## config.mk

```make
export PLATFORM = sky130hd
export DESIGN_NAME = alu_operand_sequencer
export DESIGN_NICKNAME = d
export VERILOG_FILES = /design/src/rtl/alu_pkg.sv /design/src/rtl/alu_regfile.sv /design/src/rtl/alu_operand_sequencer.sv
export SDC_FILE = /design/constraint.sdc
export NUM_CORES = 1
export LEC_CHECK = 0
export CORE_ASPECT_RATIO = 1.5
export CORE_MARGIN = 2
export CORE_UTILIZATION = 62
export CTS_BUF_LIST = sky130_fd_sc_hd__clkbuf_16
export DETAILED_ROUTE_END_ITERATION = 6
export PLACE_DENSITY = 0.95
export SETUP_SLACK_MARGIN = 0.3
export SYNTH_ARGS = -nofsm -noshare
export SYNTH_HDL_FRONTEND = slang
export SYNTH_HIERARCHICAL = 1
export SYNTH_SLANG_ARGS = --single-unit
```

## constraint.sdc

```tcl
create_clock -name clk -period 5.4 [get_ports clk]
set_input_delay 1.08 -clock clk [delete_from_list [all_inputs] [get_ports clk]]
set_output_delay 1.08 -clock clk [all_outputs]
set_load 0.02 [all_outputs]
```

## src/rtl/alu_pkg.sv

```systemverilog
// Shared types and defaults for the ALU operand sequencer and its register file.
package alu_pkg;
  localparam int DATA_W_DEF  = 32;
  localparam int REG_CNT_DEF = 8;
  localparam int CNT_W_DEF   = 16;

  localparam logic SEL_ADD = 1'b0;
  localparam logic SEL_NOT = 1'b1;

  typedef enum logic [1:0] {IDLE, OPERAND, EXECUTE, WRITEBACK} state_t;
endpackage

```

## src/rtl/alu_regfile.sv

```systemverilog
// Register file: two combinational read ports, a debug read port and one
// synchronous write port; r0 is never written, so it always reads zero.
module alu_regfile #(
  parameter int DATA_W  = alu_pkg::DATA_W_DEF,
  parameter int REG_CNT = alu_pkg::REG_CNT_DEF,
  localparam int AW     = $clog2(REG_CNT)
) (
  input  logic              clk,
  input  logic              rst_n,
  input  logic              we,
  input  logic [AW-1:0]     waddr,
  input  logic [DATA_W-1:0] wdata,
  input  logic [AW-1:0]     ra_addr,
  output logic [DATA_W-1:0] ra_data,
  input  logic [AW-1:0]     rb_addr,
  output logic [DATA_W-1:0] rb_data,
  input  logic [AW-1:0]     dbg_addr,
  output logic [DATA_W-1:0] dbg_data
);
  logic [REG_CNT-1:0][DATA_W-1:0] regs;

  always_ff @(posedge clk or negedge rst_n) begin
    if (!rst_n)                    regs <= '0;
    else if (we && waddr != '0)    regs[waddr] <= wdata;
  end

  assign ra_data  = regs[ra_addr];
  assign rb_data  = regs[rb_addr];
  assign dbg_data = regs[dbg_addr];
endmodule

```

## src/rtl/alu_operand_sequencer.sv

```systemverilog
// Sequencer around an external combinational NOT/ADD ALU: accepts one
// instruction, fetches operands, captures the result and writes it back.
module alu_operand_sequencer
  import alu_pkg::*;
#(
  parameter int DATA_W  = DATA_W_DEF,
  parameter int REG_CNT = REG_CNT_DEF,
  parameter int CNT_W   = CNT_W_DEF,
  localparam int AW     = $clog2(REG_CNT)
) (
  input  logic              clk,
  input  logic              rst_n,
  input  logic              instr_valid,
  output logic              instr_ready,
  input  logic              instr_load,
  input  logic              instr_sel,
  input  logic [AW-1:0]     instr_rd,
  input  logic [AW-1:0]     instr_rs1,
  input  logic [AW-1:0]     instr_rs2,
  input  logic [DATA_W-1:0] instr_imm,
  output logic [DATA_W-1:0] alu_a,
  output logic [DATA_W-1:0] alu_b,
  output logic              alu_select,
  input  logic [DATA_W-1:0] alu_result,
  output logic              wb_valid,
  output logic [AW-1:0]     wb_rd,
  output logic [DATA_W-1:0] wb_data,
  input  logic [AW-1:0]     dbg_addr,
  output logic [DATA_W-1:0] dbg_data,
  output logic [CNT_W-1:0]  op_count
);
  state_t state, state_nxt;

  logic [AW-1:0]     rd_q, rs1_q, rs2_q, wb_rd_q;
  logic              isel_q, sel_q;
  logic [DATA_W-1:0] a_q, b_q, res_q, rf_a, rf_b;
  logic [CNT_W-1:0]  cnt_q;
  logic              accept;

  assign accept = (state == IDLE) && instr_valid;

  always_ff @(posedge clk or negedge rst_n) begin
    if (!rst_n) state <= IDLE;
    else        state <= state_nxt;
  end

  always_comb begin
    state_nxt   = state;
    instr_ready = 1'b0;
    case (state)
      IDLE: begin
        instr_ready = 1'b1;
        if (instr_valid) state_nxt = instr_load ? WRITEBACK : OPERAND;
      end
      OPERAND:   state_nxt = EXECUTE;
      EXECUTE:   state_nxt = WRITEBACK;
      WRITEBACK: state_nxt = IDLE;
      default:   state_nxt = IDLE;
    endcase
  end

  // wb_rd_q is separate from rd_q so the reported destination holds while
  // the next instruction is in flight.
  always_ff @(posedge clk or negedge rst_n) begin
    if (!rst_n) begin
      rd_q    <= '0;
      rs1_q   <= '0;
      rs2_q   <= '0;
      isel_q  <= SEL_ADD;
      sel_q   <= SEL_ADD;
      a_q     <= '0;
      b_q     <= '0;
      res_q   <= '0;
      wb_rd_q <= '0;
      cnt_q   <= '0;
    end else begin
      case (state)
        IDLE: if (accept) begin
          rd_q   <= instr_rd;
          rs1_q  <= instr_rs1;
          rs2_q  <= instr_rs2;
          isel_q <= instr_sel;
          if (instr_load) begin
            res_q   <= instr_imm;
            wb_rd_q <= instr_rd;
          end
        end
        OPERAND: begin
          a_q   <= rf_a;
          b_q   <= rf_b;
          sel_q <= isel_q;
        end
        EXECUTE: begin
          res_q   <= alu_result;
          wb_rd_q <= rd_q;
        end
        WRITEBACK: cnt_q <= cnt_q + CNT_W'(1);
        default: ;
      endcase
    end
  end

  alu_regfile #(.DATA_W(DATA_W), .REG_CNT(REG_CNT)) u_rf (
    .clk      (clk),
    .rst_n    (rst_n),
    .we       (state == WRITEBACK),
    .waddr    (rd_q),
    .wdata    (res_q),
    .ra_addr  (rs1_q),
    .ra_data  (rf_a),
    .rb_addr  (rs2_q),
    .rb_data  (rf_b),
    .dbg_addr (dbg_addr),
    .dbg_data (dbg_data)
  );

  assign alu_a      = a_q;
  assign alu_b      = b_q;
  assign alu_select = sel_q;
  assign wb_valid   = (state == WRITEBACK);
  assign wb_rd      = wb_rd_q;
  assign wb_data    = res_q;
  assign op_count   = cnt_q;
endmodule

```

==> results of run 1 <==
worst max-delay path by stage:
stage,from,slack [ns],endpoint
finish,dbg_addr[0],0.95,dbg_data[9]
floorplan,dbg_addr[0],2.09,dbg_data[10]
detailed placement,dbg_addr[0],1.03,dbg_data[15]
global placement,dbg_addr[0],1.06,dbg_data[9]
CTS,dbg_addr[0],0.95,dbg_data[9]
global route,dbg_addr[0],0.91,dbg_data[9]
placed cells by master, fill, tap and decap left out, types with 2 or more instances in the layout:
cell type	Yosys	final
clkinv_2	0	11
nand2_1	44	44
inv_1	4	11
mux4_2	72	72
clkbuf_16	0	39
xnor2_1	9	9
xor2_1	6	6
dfrtp_2	0	3
mux4_1	120	120
mux2_2	388	388
nor3_1	2	2
nand4_1	5	5
clkinv_1	0	5
mux2i_1	36	36
dfrtp_4	0	3
bufinv_16	0	3
clkdlybuf4s50_1	0	226
nand4b_1	3	3
mux2_1	7	7
buf_12	0	3
buf_4	9	23
nor2_1	5	5
nor4bb_4	0	2
o21ai_0	36	36
dfrtp_1	384	378
ha_1	5	3
sequential cells by signal, indices dropped and copies added, names as in the netlist:
signal / count
u_rf/regs: 256
alu_a: 32
alu_b: 32
wb_data: 32
op_count: 16
rd_q: 3
rs1_q: 3
rs2_q: 3
wb_rd: 3
state: 2
alu_select: 1
isel_q: 1
cell families after synthesis:
group | Yosys count | synth area share
AOI/OAI and AO/OA | 38 | 0.00926
xor gates and xnor gates | 15 | 0.00635
adders and majority gates | 5 | 0.00303
buffers and inverters | 133 | 0.0353
DFF | 384 | 0.465
muxes | 624 | 0.464
and+or+nand+nor | 70 | 0.0171
per-layer routing:
metal	GRT usage	routed length [µm]	vias to the layer above	part of all wire
met1	0.352	18200	6792	0.36
met5	0	0	-	0
met4	0.154	2540	0	0.050
li1	-	-	5304	-
met3	0.0368	2870	167	0.056
met2	0.534	27600	616	0.54
final cells by class:
type,instances,share of cell area
timing repair buffer,254,0.104
antenna,1,0.000103
sequential,384,0.397
multi-input combinational,752,0.429
inverter,4,0.000619
clock buffer,39,0.0402
clock inverter,28,0.00867
tap,415,0.0214
worst max-delay path: stages:
cell and delay (ns):
buf_4 0.38, buf_4 0.38, mux4_1 0.66, mux2_2 0.31, clkdlybuf4s50_1 0.54
through the flow:
stage / cells / hold WS (ns) / worst slack, ns
after detailed placement: 1809 / 0.400 / 1.03
after global routing: 1877 / 0.425 / 0.906
final: 1877 / 0.412 / 0.954
after global placement: 1809 / 0.385 / 1.06
after floorplan: 1269 / 0.450 / 2.09
after CTS: 1876 / 0.413 / 0.954
Yosys cell counts (2+ instances only):
cell | number | area, µm²
mux2_2 | 388 | 4370
dfrtp_1 | 384 | 9610
mux4_1 | 120 | 3150
mux4_2 | 72 | 1620
clkbuf_1 | 47 | 176
nand2_1 | 44 | 165
mux2i_1 | 36 | 360
o21ai_0 | 36 | 180
buf_2 | 29 | 145
buf_1 | 21 | 78.8
buf_6 | 21 | 236
buf_4 | 9 | 67.6
xnor2_1 | 9 | 78.8
mux2_1 | 7 | 78.8
xor2_1 | 6 | 52.6
ha_1 | 5 | 62.6
nand4_1 | 5 | 31.3
nor2_1 | 5 | 18.8
inv_1 | 4 | 15.0
nand4b_1 | 3 | 26.3
clkbuf_2 | 2 | 10.0
nor3_1 | 2 | 10.0
nor4bb_1 | 2 | 20.0
power groups by stage:
stage          registers, mW  logic, mW  clock network (mW)
5_1_grt                 5.86       6.86                2.72
2_1_floorplan           5.20       4.56                   0
4_1_cts                 5.65       6.56                2.61
6_report                5.68       6.53                2.57
3_3_place_gp            5.50       6.27                   0
3_5_place_dp            5.66       6.49                   0
==> impl_metrics.env, run 1 <==
export IMPL_status="finished clean"
export IMPL_ys_seq_area_frac=0.465
export IMPL_drive_above_1_share=0.383
export IMPL_grt_pass1_vias=13964
export IMPL_die_w_um=153
export IMPL_combPwrFrac=0.442
export IMPL_io_pins=231
export IMPL_hold_depth=0
export IMPL_placed_area_um2=23100
export IMPL_yosysWarnings=6
export IMPL_drtAntennaViolNets=0
export IMPL_setup_worst_path_start_class="input port"
export IMPL_grt_pass1_wl_mm=79.3
export IMPL_syn_avg_cell_area_um2=16.3
export IMPL_fin_nets=1520
export IMPL_multi_input_area_um2=10400
export IMPL_place_gp_congestion=0.806
export IMPL_worst_path_max_fanout=22
export IMPL_rr_endpoint="u_rf/regs[62]"
export IMPL_cp_required_ns=4.32
export IMPL_regArea_um2=9620
export IMPL_std_cell_rows=81
export IMPL_relSlewSlack=0.139
export IMPL_hpwl_mm=31.2
export IMPL_clkPwrFrac=0.174
export IMPL_min_period_over_period=0.823
export IMPL_drtIter0Drc=879
export IMPL_maxSlewViolCount=0
export IMPL_hold_start="u_rf/regs[25]"
export IMPL_totalWireLength_mm=51.3
export IMPL_tightest_slew_ns=1.29
export IMPL_synth_flop_cell="dfrtp_1"
export IMPL_setup_tns_final_ns=0
export IMPL_cts_setup_buffers=0
export IMPL_core_area_um2=32700
export IMPL_die_h_um=228
export IMPL_synth_edf_count=0
export IMPL_clkTransAtPathRegs_ns=0.06
export IMPL_root_buffer="clkbuf_16"
export IMPL_critPathArrivalTime_ns=3.37
export IMPL_ys_types=35
export IMPL_r2r_setup_slack_ns=2.26
export IMPL_stdcell_area_um2=24300
export IMPL_synth_nets=1355
export IMPL_ir_drop_uv=502
export IMPL_viasPerCell=6.86
export IMPL_critical_path_class="in -> out"
export IMPL_p_sw_frac=0.364
export IMPL_post_route_util=0.741
export IMPL_grt_start_max_net_pins=106
export IMPL_powerDensity_nw_per_um2=609
export IMPL_async_flop_share=1.00
export IMPL_overflow=0
export IMPL_p_int_mw=9.40
export IMPL_cts_resized=0
export IMPL_hold_buffers=0
export IMPL_ys_ff_latch=384
export IMPL_p_total_mw=14.8
export IMPL_r2r_start="state[0]"
export IMPL_fmax_mhz=225
export IMPL_post_route_min_period_ns=4.45
export IMPL_first_pass_iters=5
export IMPL_hold_class="reg -> reg"
export IMPL_cts_htree_levels=2
export IMPL_seq_power_share=0.384
export IMPL_cts_sinks=384
export IMPL_clockBufferDepth=3
export IMPL_grt_usage=0.297
export IMPL_netlist_area_um2=20700
export IMPL_dr_total_vias=12879
export IMPL_rsz0062_at_grt="no"
export IMPL_die_area_um2=34900
export IMPL_start_util=0.632
export IMPL_switching_power_mw=5.38
export IMPL_areaGrowthSynthToFinish_pct=17.3
export IMPL_holdPathEnd="u_rf/regs[25]"
export IMPL_finalHoldViolations=0
export IMPL_leakage_nw=10.9
export IMPL_reg2reg_depth=4
export IMPL_drc=0
export IMPL_routedWlPerCell_um=27.3
export IMPL_cts_inserted_buffers=38
export IMPL_fillCellCount=1871
export IMPL_finalSetupViolCount=0
export IMPL_numPortBuffers=230
export IMPL_skew_ns=0.0256
export IMPL_clock_latency_ns=0.54
export IMPL_cp_end_kind="primary output"
export IMPL_grt_antenna_before_repair=1
export IMPL_cts_tree="yes"
export IMPL_maxCapViolCount=0
export IMPL_syn_inst=1269
(Power assumes the default switching activity.)
==> inputs of run 2 (changes only) <==
--- a/config.mk
+++ b/config.mk
@@ -7,10 +7,10 @@
 export LEC_CHECK = 0
 export CORE_ASPECT_RATIO = 1.5
 export CORE_MARGIN = 2
-export CORE_UTILIZATION = 62
+export CORE_UTILIZATION = 52
 export CTS_BUF_LIST = sky130_fd_sc_hd__clkbuf_16
 export DETAILED_ROUTE_END_ITERATION = 6
-export PLACE_DENSITY = 0.95
+export PLACE_DENSITY = 0.86
 export SETUP_SLACK_MARGIN = 0.3
 export SYNTH_ARGS = -nofsm -noshare
 export SYNTH_HDL_FRONTEND = slang
==> constraint.sdc (replaced) <==
create_clock -name clk -period 4 [get_ports clk]
set_input_delay 0.8 -clock clk [delete_from_list [all_inputs] [get_ports clk]]
set_output_delay 0.8 -clock clk [all_outputs]
set_load 0.02 [all_outputs]
==> run 2 against run 1 <==
Clock-buffer cell count is 2 higher. Final cell count is 4.5% higher. Clock skew is 0.010 ns lower. Register-to-register slack worse by 0.83 ns. Wire length is 3.0% lower. Non-clock buffer count is 3 higher. First-iteration DRC count is 21% lower. Sequential cell count stayed put. Global-route usage is 5.6 points lower. Critical path type unchanged. Largest power group unchanged. Highest routed layer unchanged.
==> impl_metrics.env, run 2 (synthesized netlist as in run 1, its figures left out) <==
export IMPL_r2r_setup_slack_ns=1.43
export IMPL_clock_latency_ns=0.54
export IMPL_cts_htree_levels=2
export IMPL_final_cell_mix="mux2_2, dfrtp_1, clkdlybuf4s50_1"
export IMPL_leakage_nw=11.0
export IMPL_grt_antenna_before_repair=0
export IMPL_die_area_um2=41400
export IMPL_viasPerCell=6.39
export IMPL_mostFrequentLayoutCell="mux2_2"
export IMPL_areaGrowthSynthToFinish_pct=18.6
export IMPL_grt_pass1_vias=13528
export IMPL_grt_start_max_net_pins=108
export IMPL_largest_register_ffs=256
export IMPL_post_route_min_period_ns=3.48
export IMPL_drc=0
export IMPL_finalHoldViolations=0
export IMPL_relSlewSlack=0.210
export IMPL_cts_tree="yes"
export IMPL_drtAntennaViolNets=0
export IMPL_powerDensity_nw_per_um2=814
export IMPL_ir_drop_uv=750
export IMPL_clkTransAtPathRegs_ns=0.06
export IMPL_critical_path_class="in -> out"
export IMPL_slowest_stage="mux4_1"
export IMPL_overflow=0
export IMPL_maxSlewViolCount=0
export IMPL_die_w_um=167
export IMPL_clockBufferDepth=3
export IMPL_maxCapViolCount=0
export IMPL_drtIter0Drc=692
export IMPL_cts_resized=0
export IMPL_min_period_over_period=0.870
export IMPL_rsz0062_at_grt="no"
export IMPL_io_pins=231
export IMPL_dr_total_vias=12531
export IMPL_core_area_um2=39300
export IMPL_worst_path_max_fanout=38
export IMPL_hold_buffers=0
export IMPL_root_buffer="clkbuf_16"
export IMPL_placed_area_um2=23300
export IMPL_hold_slack_ns=0.307
export IMPL_place_ws_ns=0.515
export IMPL_path_cells="buf_4, buf_12, mux4_1, mux2_2, clkdlybuf4s50_1"
export IMPL_finalSetupViolCount=0
export IMPL_drive_above_1_share=0.383
export IMPL_largest_register="u_rf/regs"
export IMPL_cts_inserted_buffers=39
export IMPL_cts_setup_buffers=0
export IMPL_stdcell_area_um2=24500
export IMPL_hpwl_mm=29.7
export IMPL_std_cell_rows=89
export IMPL_grt_pass1_wl_mm=77.3
export IMPL_fin_nets=1524
export IMPL_cts_sinks=384
export IMPL_path_buf_inv=3
export IMPL_setup_worst_path_start_class="input port"
export IMPL_critPathArrivalTime_ns=2.68
export IMPL_tightest_slew_ns=1.18
export IMPL_skew_ns=0.0153
export IMPL_worst_slack_ns=0.520
export IMPL_routedWlPerCell_um=25.3
export IMPL_start_util=0.526
export IMPL_first_pass_iters=5
export IMPL_crit_family="buffers and inverters"
export IMPL_cp_required_ns=3.20
export IMPL_totalWireLength_mm=49.7
export IMPL_cp_end_kind="primary output"
export IMPL_grt_usage=0.241
export IMPL_cpPeakStageDelay_ns=0.60
export IMPL_die_h_um=248
export IMPL_place_gp_congestion=0.782
export IMPL_fmax_mhz=287
export IMPL_numPortBuffers=230
export IMPL_diodes=0
export IMPL_setup_tns_final_ns=0
export IMPL_status="finished clean"
export IMPL_hold_class="in -> async"
## run 2: report_power, final
part           switching (mW)  leakage, nW  internal, mW
Sequential               2.31         4.95          5.45
Clock                    1.52        0.635          2.10
Combinational            3.26         5.39          5.31
## run 2: path summary, 6_finish.rpt
path / from / end / depth (start not counted)
setup / recovery: dbg_addr[0] / dbg_data[9] / 5
hold / removal: rst_n / op_count[0] / 1
setup reg to reg: state[0] / u_rf/regs[142] / 4
hold reg to reg: u_rf/regs[4] / u_rf/regs[4] / 0
max in group asynchronous: rst_n / alu_b[15] / 2
min in group clk: u_rf/regs[4] / u_rf/regs[4] / 0
## run 2: area by class of cell
| class | instances | area [µm²] |
|---|---|---|
| flip-flops and latches | 384 | 9630 |
| fillers | 2777 | 14800 |
| clock buffers | 41 | 1030 |
| clock inverters | 24 | 213 |
| well taps | 500 | 626 |
| repair buffers | 257 | 2610 |
| multi-input cells | 752 | 10400 |
| inverters | 4 | 15.0 |
## run 2: stage by stage
step / total power [mW] / util / cells
after floorplan: 13.2 / - / 1269
after global placement: 16.0 / 0.592 / 1897
after detailed placement: 16.4 / 0.592 / 1897
after CTS: 20.1 / 0.624 / 1962
after global routing: 21.0 / 0.624 / 1962
final: 20.0 / 0.624 / 1962
## run 2: per-layer routing
layer / wire length (µm) / global-route usage
met1: 19200 / 0.302
met2: 26400 / 0.430
met3: 2750 / 0.0381
met4: 1390 / 0.0799
met5: 0 / 0
